--- src/rtl/cancela_controller_n.sv ---
// cancela_controller_n
//
// Controller for N_GATES vehicle barriers that share a single passage lane.
// A round-robin arbiter lets at most one barrier open at a time. Each open
// barrier times its crossing against MIN_CYCLES/MAX_CYCLES. A sticky alarm
// latches on forced entry into a closed barrier or on an abnormal crossing.
//
// Parameters:
//   N_GATES     number of barriers (>= 2)
//   MIN_CYCLES  minimum cycles `entrando` must stay high for a valid crossing
//   MAX_CYCLES  maximum cycles `entrando` may stay high before the alarm fires
//   WAIT_CYCLES cycles an open barrier waits for `entrando` before closing
//   CNT_W       per-gate counter width, holds max(MAX_CYCLES+1, WAIT_CYCLES)
//
// Ports:
//   clk_2      clock, all logic on the rising edge
//   reset      synchronous, active-high reset
//   chega      vehicle waiting at barrier i
//   entrando   crossing sensor of barrier i active
//   alarm_clr  clears alarme and alarm_src
//   aberta     barrier i open (one-hot or zero), registered
//   alarme     latched alarm, registered
//   alarm_src  sticky per-barrier alarm cause, registered
//   passagens  count of valid crossings, wraps 255 -> 0, registered
module cancela_controller_n #(
  parameter int N_GATES     = 2,
  parameter int MIN_CYCLES  = 1,
  parameter int MAX_CYCLES  = 3,
  parameter int WAIT_CYCLES = 8,
  parameter int CNT_W       = 4
) (
  input  logic               clk_2,
  input  logic               reset,
  input  logic [N_GATES-1:0] chega,
  input  logic [N_GATES-1:0] entrando,
  input  logic               alarm_clr,
  output logic [N_GATES-1:0] aberta,
  output logic               alarme,
  output logic [N_GATES-1:0] alarm_src,
  output logic [7:0]         passagens
);

  localparam int RR_W = (N_GATES > 1) ? $clog2(N_GATES) : 1;

  localparam logic [CNT_W-1:0] CNT_ONE   = CNT_W'(1);
  localparam logic [CNT_W-1:0] MIN_C     = CNT_W'(MIN_CYCLES);
  localparam logic [CNT_W-1:0] MAX_C     = CNT_W'(MAX_CYCLES);
  localparam logic [CNT_W-1:0] SAT_C     = CNT_W'(MAX_CYCLES + 1);
  localparam logic [CNT_W-1:0] WAIT_LAST = CNT_W'(WAIT_CYCLES - 1);

  typedef enum logic [1:0] {
    FECHADA  = 2'd0,
    ABERTA   = 2'd1,
    PASSANDO = 2'd2
  } gate_state_t;

  gate_state_t      state_q [N_GATES];
  gate_state_t      state_d [N_GATES];
  logic [CNT_W-1:0] cnt_q   [N_GATES];
  logic [CNT_W-1:0] cnt_d   [N_GATES];

  logic [RR_W-1:0]    rr_q;
  logic [RR_W-1:0]    rr_d;
  logic               all_closed;
  logic               grant_valid;
  logic [RR_W-1:0]    grant_idx;
  logic [N_GATES-1:0] set_evt;
  logic               pass_evt;

  // Position `off` steps after `base` in the circular gate order.
  function automatic int wrap_idx(input int base, input int off);
    int s;
    s = base + off;
    if (s >= N_GATES) s = s - N_GATES;
    return s;
  endfunction

  // The lane is free only when no barrier is open or being crossed.
  always_comb begin
    all_closed = 1'b1;
    for (int i = 0; i < N_GATES; i++) begin
      if (state_q[i] != FECHADA) all_closed = 1'b0;
    end
  end

  // Round-robin arbiter: scan from rr and grant the first requester whose
  // crossing sensor is quiet. A gate with entrando high is being forced, so
  // it must not be opened in the same cycle.
  always_comb begin
    grant_valid = 1'b0;
    grant_idx   = '0;
    for (int k = 0; k < N_GATES; k++) begin
      if (!grant_valid && all_closed &&
          chega[wrap_idx(int'(rr_q), k)] && !entrando[wrap_idx(int'(rr_q), k)]) begin
        grant_valid = 1'b1;
        grant_idx   = RR_W'(wrap_idx(int'(rr_q), k));
      end
    end
  end

  always_comb begin
    rr_d = rr_q;
    if (grant_valid) begin
      if (int'(grant_idx) == N_GATES - 1) rr_d = '0;
      else                                rr_d = grant_idx + RR_W'(1);
    end
  end

  // Per-gate next-state logic. set_evt collects every alarm cause raised
  // this cycle; pass_evt flags a crossing that ended inside the valid window.
  always_comb begin
    set_evt  = '0;
    pass_evt = 1'b0;
    for (int i = 0; i < N_GATES; i++) begin
      state_d[i] = state_q[i];
      cnt_d[i]   = cnt_q[i];
      unique case (state_q[i])
        FECHADA: begin
          if (entrando[i]) begin
            set_evt[i] = 1'b1;
          end else if (grant_valid && int'(grant_idx) == i) begin
            state_d[i] = ABERTA;
            cnt_d[i]   = '0;
          end
        end
        ABERTA: begin
          if (entrando[i]) begin
            state_d[i] = PASSANDO;
            cnt_d[i]   = CNT_ONE;
          end else if (cnt_q[i] == WAIT_LAST) begin
            state_d[i] = FECHADA;
            cnt_d[i]   = '0;
          end else begin
            cnt_d[i] = cnt_q[i] + CNT_ONE;
          end
        end
        PASSANDO: begin
          if (entrando[i]) begin
            // The alarm fires only on the step into saturation, so it is
            // raised once per overlong crossing.
            if (cnt_q[i] == MAX_C) set_evt[i] = 1'b1;
            if (cnt_q[i] != SAT_C) cnt_d[i] = cnt_q[i] + CNT_ONE;
          end else begin
            state_d[i] = FECHADA;
            cnt_d[i]   = '0;
            if (cnt_q[i] >= MIN_C && cnt_q[i] <= MAX_C) pass_evt   = 1'b1;
            if (cnt_q[i] <  MIN_C)                      set_evt[i] = 1'b1;
          end
        end
        default: begin
          state_d[i] = FECHADA;
          cnt_d[i]   = '0;
        end
      endcase
    end
  end

  // State register. aberta is decoded from the next state so the output
  // itself comes straight from a flop.
  always_ff @(posedge clk_2) begin
    if (reset) begin
      for (int i = 0; i < N_GATES; i++) begin
        state_q[i] <= FECHADA;
        cnt_q[i]   <= '0;
        aberta[i]  <= 1'b0;
      end
      rr_q <= '0;
    end else begin
      for (int i = 0; i < N_GATES; i++) begin
        state_q[i] <= state_d[i];
        cnt_q[i]   <= cnt_d[i];
        aberta[i]  <= (state_d[i] != FECHADA);
      end
      rr_q <= rr_d;
    end
  end

  // Alarm latch and crossing counter. A set event in the same cycle as
  // alarm_clr wins, so a still-active cause is never lost.
  always_ff @(posedge clk_2) begin
    if (reset) begin
      alarme    <= 1'b0;
      alarm_src <= '0;
      passagens <= '0;
    end else begin
      if (alarm_clr) begin
        alarme    <= |set_evt;
        alarm_src <= set_evt;
      end else begin
        alarme    <= alarme | (|set_evt);
        alarm_src <= alarm_src | set_evt;
      end
      if (pass_evt) passagens <= passagens + 8'd1;
    end
  end

endmodule

--- config.mk ---
export PLATFORM = sky130hd
export DESIGN_NAME = cancela_controller_n
export DESIGN_NICKNAME = d
export VERILOG_FILES = /design/src/rtl/cancela_controller_n.sv
export SDC_FILE = /design/constraint.sdc
export NUM_CORES = 1
export LEC_CHECK = 0
export CAP_MARGIN = 20
export CORE_AREA = 2 2 69 71
export DETAILED_ROUTE_END_ITERATION = 8
export DIE_AREA = 0 0 71 73
export PLACE_DENSITY = 0.56
export REMOVE_ABC_BUFFERS = 1
export SETUP_SLACK_MARGIN = 0.1
export SLEW_MARGIN = 5
export SYNTH_ARGS = -nofsm -noshare
export SYNTH_HDL_FRONTEND = slang
export SYNTH_SLANG_ARGS = --single-unit
--- constraint.sdc ---
create_clock -name clk_2 -period 2.9 [get_ports clk_2]
set_clock_uncertainty 0.2 [all_clocks]
set_input_delay 0.435 -clock clk_2 [delete_from_list [all_inputs] [get_ports clk_2]]
set_output_delay 0.435 -clock clk_2 [all_outputs]
set_load 0.01 [all_outputs]
# ---- Word level (Yosys, flattened, before mapping)
# Memory sizes are Yosys's and may differ from the RTL's.
# Index checks and enable logic that the tools add are counted.
dict set report totals {
  out_inout_bits 13
  ff_bits 14
  wordCells 132
  ramBits 12
  memories 2
  input_bits 7
}
# memory depth width rd rd_clocked_by_memory_dff write_ports line
set memory_table {}
lappend memory_table {cnt_q 2 4 2 0 2 59} ;# logic [CNT_W-1:0] cnt_q [N_GATES];
lappend memory_table {state_q 2 2 2 0 2 57} ;# gate_state_t state_q [N_GATES];
dict set report op_classes {
  n_reduce_logical 19
  eq_ne 10
  addsub 7
  bitwise_logic 7
  magnitude_cmp 10
  mux 72
}
# op count
set op_table {}
lappend op_table {{< comparator 32 x 3 -> 1 bit, second input constant} 2}
lappend op_table {{two-way mux 32 bit} 2}
lappend op_table {{two-way mux 4 bit} 14}
lappend op_table {{two-way mux 1 bit} 37}
lappend op_table {{two-way mux 2 bit} 13}
lappend op_table {{case mux 4 bit (3 select lines)} 2}
lappend op_table {{case mux 2 bit (3 select lines)} 2}
lappend op_table {{logical AND 1 bit} 9}
lappend op_table {{adder 4 x 1 -> 4 bit, second input constant} 2}
lappend op_table {{adder 8 x 1 -> 8 bit, second input constant} 1}
lappend op_table {{equality test 4 x 2 -> 1 bit, second input constant} 2}
lappend op_table {{equality test 4 x 3 -> 1 bit, second input constant} 2}
lappend op_table {{>= comparator 4 x 1 -> 1 bit, second input constant} 2}
lappend op_table {{<= comparator 4 x 2 -> 1 bit, second input constant} 2}
lappend op_table {{< comparator 4 x 1 -> 1 bit, second input constant} 2}
lappend op_table {{!= test 4 x 3 -> 1 bit, second input constant} 2}
lappend op_table {{nonzero test 2 bit} 4}
lappend op_table {{bitwise OR 1 bit} 5}
lappend op_table {{equality test 2 x 1 -> 1 bit, second input constant} 2}
lappend op_table {{equality test 2 bit, second input constant} 2}
lappend op_table {{zero test 2 bit} 2}
lappend op_table {{case mux 1 bit (2 select lines)} 2}
lappend op_table {{zero test 1 bit} 3}
lappend op_table {{subtractor 1 x 2 -> 3 bit, second input constant} 1}
lappend op_table {{8 further kinds} 8}

# ---- Logic depth before layout (Yosys ltp)
dict set report depth {
  ltp_word 19
  depth_mapped 8
  mapped_depth_nobuf 7
}

# ---- Least setup slack after synthesis
# Ideal clock, no wire load.
dict set report synth_timing {
  kind {reg2reg}
  from {mem state_q[0][2] (netlist name)}
  to {mem cnt_q[1][3], in the netlist cnt_q[0][7]}
  setup_ns 0.074
  t_arrival_ns 1.755
  path_stages_with_launch 8
  required_time_ns 2.626
  path_slack_ns 0.871
  path_buffers 0
  period_less_slack_ns 2.029
  path_cell_list {dfxtp_1 > inv_1 > ha_1 > nand4b_4 > o21ai_2 > o21ai_2 > or4_1 > a31oi_1}
}
# item line
set synth_lines {}
lappend synth_lines {{start: declaration} 57}
lappend synth_lines {{end: declaration} 59}

==> impl_metrics.env <==
export IMPL_r2r_setup_slack_ps=640
export IMPL_drc=0
export IMPL_status="finished clean"
export IMPL_synth_avg_cell_area_sq_um=8.642
export IMPL_num_antenna_cells=0
export IMPL_async_reset_ff_share_pct=0
export IMPL_start_util_pct=34.87
export IMPL_r2r_end="passagens[4]$_SDFFE_PP0P_"
export IMPL_r2r_start="state_q[0][2]$_SDFF_PP0_"
export IMPL_finalHoldViolCount=0
export IMPL_layout_setup_ws_ps=643.9
export IMPL_viasPerCell=5.113
export IMPL_crit_end="passagens[4]$_SDFFE_PP0P_"
export IMPL_path_class="reg2reg"
export IMPL_post_place_cells=253
export IMPL_tns_ps=0
export IMPL_drv_slew=0
export IMPL_cts_setup_buffers=0
export IMPL_worst_setup_path_start_kind="flip-flop"
export IMPL_clk_pin_slew_ps=90
export IMPL_cp_end_kind="flip-flop"
export IMPL_synth_edff_count=0
export IMPL_synthCells=183
export IMPL_dr_pass1_iters=4
export IMPL_grt_usage_pct=13.40
export IMPL_via_count=1309
export IMPL_ys_seq_area_share_pct=32.91
export IMPL_first_global_vias=1278
export IMPL_finalWirelength_um=3182
export IMPL_cp_max_fo=7
export IMPL_clock_latency_ps=270
export IMPL_fin_cells=256
export IMPL_grt_pass1_wl_um=5678
export IMPL_wl_per_cell_um=12.43
export IMPL_die_area_sq_um=5183
export IMPL_design_area_sq_um=1859
export IMPL_reg2regPathDepth=7
export IMPL_dp_slack_ps=400.7
export IMPL_fill_cells=454
export IMPL_ys_types=41
export IMPL_grt_setup_unrepaired="false"
export IMPL_p_per_area_nw_per_um2=396.0
export IMPL_ir_worst_vdd_uv=253.7
export IMPL_max_freq_ghz=0.4432
export IMPL_setup_viol=0
export IMPL_boundaryPins=20
export IMPL_cts_resized=0
export IMPL_hold_class="reg2reg"
export IMPL_cap_violations=0
export IMPL_place_gp_congestion=0.7950
export IMPL_grt_overflow_total=0
export IMPL_postCtsHoldBufs=0
export IMPL_period_needed_ps=2256
export IMPL_die_h_um=73
export IMPL_cts_tree="done"
export IMPL_worst_pin_slew_ps=374.4
export IMPL_cp_arrival_ps=2270
export IMPL_cts_num_sinks=26
export IMPL_timing_final_crit_share_pct=77.80
export IMPL_timing_slew_headroom_pct=74.98
export IMPL_leakagePower_nw=0.7226
export IMPL_dpl_cell_area_sq_um=1818
export IMPL_final_core_util_pct=40.99
export IMPL_cts_buffers=3
export IMPL_rows=25
export IMPL_synth_seq_cells=26
export IMPL_fp_dieW_um=71
export IMPL_nets=227
export IMPL_drt_iter0_markers=68
export IMPL_htree_levels=1
export IMPL_critPathLaunch="state_q[0][2]$_SDFF_PP0_"
export IMPL_antenna_found_initial=0
export IMPL_grt_max_degree=19
export IMPL_ant_nets=0
export IMPL_yosys_warnings=0
export IMPL_whs_ps=288.3
export IMPL_synth_area_sq_um=1582
export IMPL_crit_required_ps=2910
export IMPL_cts_path_max_buffers=2
export IMPL_clockRootBuffer="clkbuf_8"
export IMPL_finalPower_mw=0.7364
export IMPL_dp_hpwl_um=2383
export IMPL_drive_gt1_share_pct=9.406
export IMPL_ys_dominant_reg_cell="dfxtp_1"
export IMPL_area_growth_pct=17.56
export IMPL_core_region_area_sq_um=4536
export IMPL_io_buffers=19
[state kept, by name, indices dropped and copies added, names as in the netlist]
signal     cells
cnt_q          8
passagens      8
state_q        4
aberta         2
alarm_src      2
alarme         1
rr_q           1
[worst min-delay path by stage]
stage / cells after the start / end / from / slack, ps
floorplan: 2 / cnt_q[0][1]$_SDFFE_PP0P_ / cnt_q[0][1]$_SDFFE_PP0P_ / 260
global placement: 2 / alarm_src[1]$_SDFF_PP0_ / alarm_src[1]$_SDFF_PP0_ / 270
detailed placement: 2 / alarm_src[1]$_SDFF_PP0_ / alarm_src[1]$_SDFF_PP0_ / 270
CTS: 2 / alarm_src[1]$_SDFF_PP0_ / alarm_src[1]$_SDFF_PP0_ / 290
global route: 2 / passagens[4]$_SDFFE_PP0P_ / passagens[4]$_SDFFE_PP0P_ / 310
finish: 2 / alarm_src[1]$_SDFF_PP0_ / alarm_src[1]$_SDFF_PP0_ / 290
[cell families after synthesis]
group / synth area share, %
AND/OR/NAND/NOR: 26.34
multiplexers: 2.769
AO/OA/AOI/OAI: 16.61
buffers and inverters: 5.380
adder cells (fa/ha/maj): 12.66
XOR/XNOR: 3.323
flip-flops: 32.91
[critical path: stages, from the launching register on]
cell	delay [ps]
dfxtp_1	350
inv_1	80
ha_1	190
nor3b_1	360
nor3b_4	380
nor2_1	150
or3_1	360
a21oi_1	130
[layer usage]
metal	vias to the layer above	track usage (%)	wire, um
met2	20	22.74	1512
met3	2	3.453	112
met1	604	17.30	1538
met4	0	2.725	19
met5	-	0	0
li1	683	-	-
[report_power, final]
group          internal (mW)  switching (mW)
Combinational         0.0687          0.0803
Sequential             0.372         0.00994
Clock                 0.0931           0.113
[cell usage after synthesis, drive strengths merged, types with 3 or more instances]
| library cell | n | area (sq um) |
|---|---|---|
| dfxtp | 26 | 520.5 |
| nand2 | 18 | 67.56 |
| a21oi | 17 | 85.08 |
| ha | 16 | 200.2 |
| nor2 | 14 | 52.55 |
| inv | 13 | 48.80 |
| o21ai | 10 | 57.56 |
| nand2b | 6 | 37.54 |
| xor2 | 6 | 52.55 |
| o2111ai | 5 | 43.79 |
| and3 | 4 | 25.02 |
| nand3 | 4 | 20.02 |
| nor2b | 4 | 25.02 |
| nor3b | 4 | 46.29 |
| a31oi | 3 | 18.77 |
| clkbuf | 3 | 12.51 |
| mux2 | 3 | 33.78 |
| nor3 | 3 | 15.01 |
| or2 | 3 | 18.77 |
| or3 | 3 | 20.02 |
| or4 | 3 | 22.52 |
[final cells by class]
type	instances	area [sq um]	area share (%)
clock buffer	3	41.29	2.221
inverter	13	48.80	2.624
multi-input combinational	139	975.9	52.49
sequential	26	520.5	27.99
tap	54	67.56	3.634
timing repair buffer	21	205.2	11.04
[layout by cell type, fill, tap and decap left out, types with 4 or more instances in the layout]
| cell | count |
|---|---|
| xor2_1 | 6 |
| nor2_1 | 14 |
| nand3_1 | 4 |
| dfxtp_1 | 26 |
| nor2b_1 | 4 |
| o2111ai_1 | 5 |
| ha_1 | 16 |
| a21oi_1 | 17 |
| nand2_1 | 18 |
| and3_1 | 4 |
| o21ai_0 | 8 |
| inv_1 | 13 |
| clkdlybuf4s50_1 | 19 |
| nand2b_1 | 6 |
(Power assumes the default switching activity.)
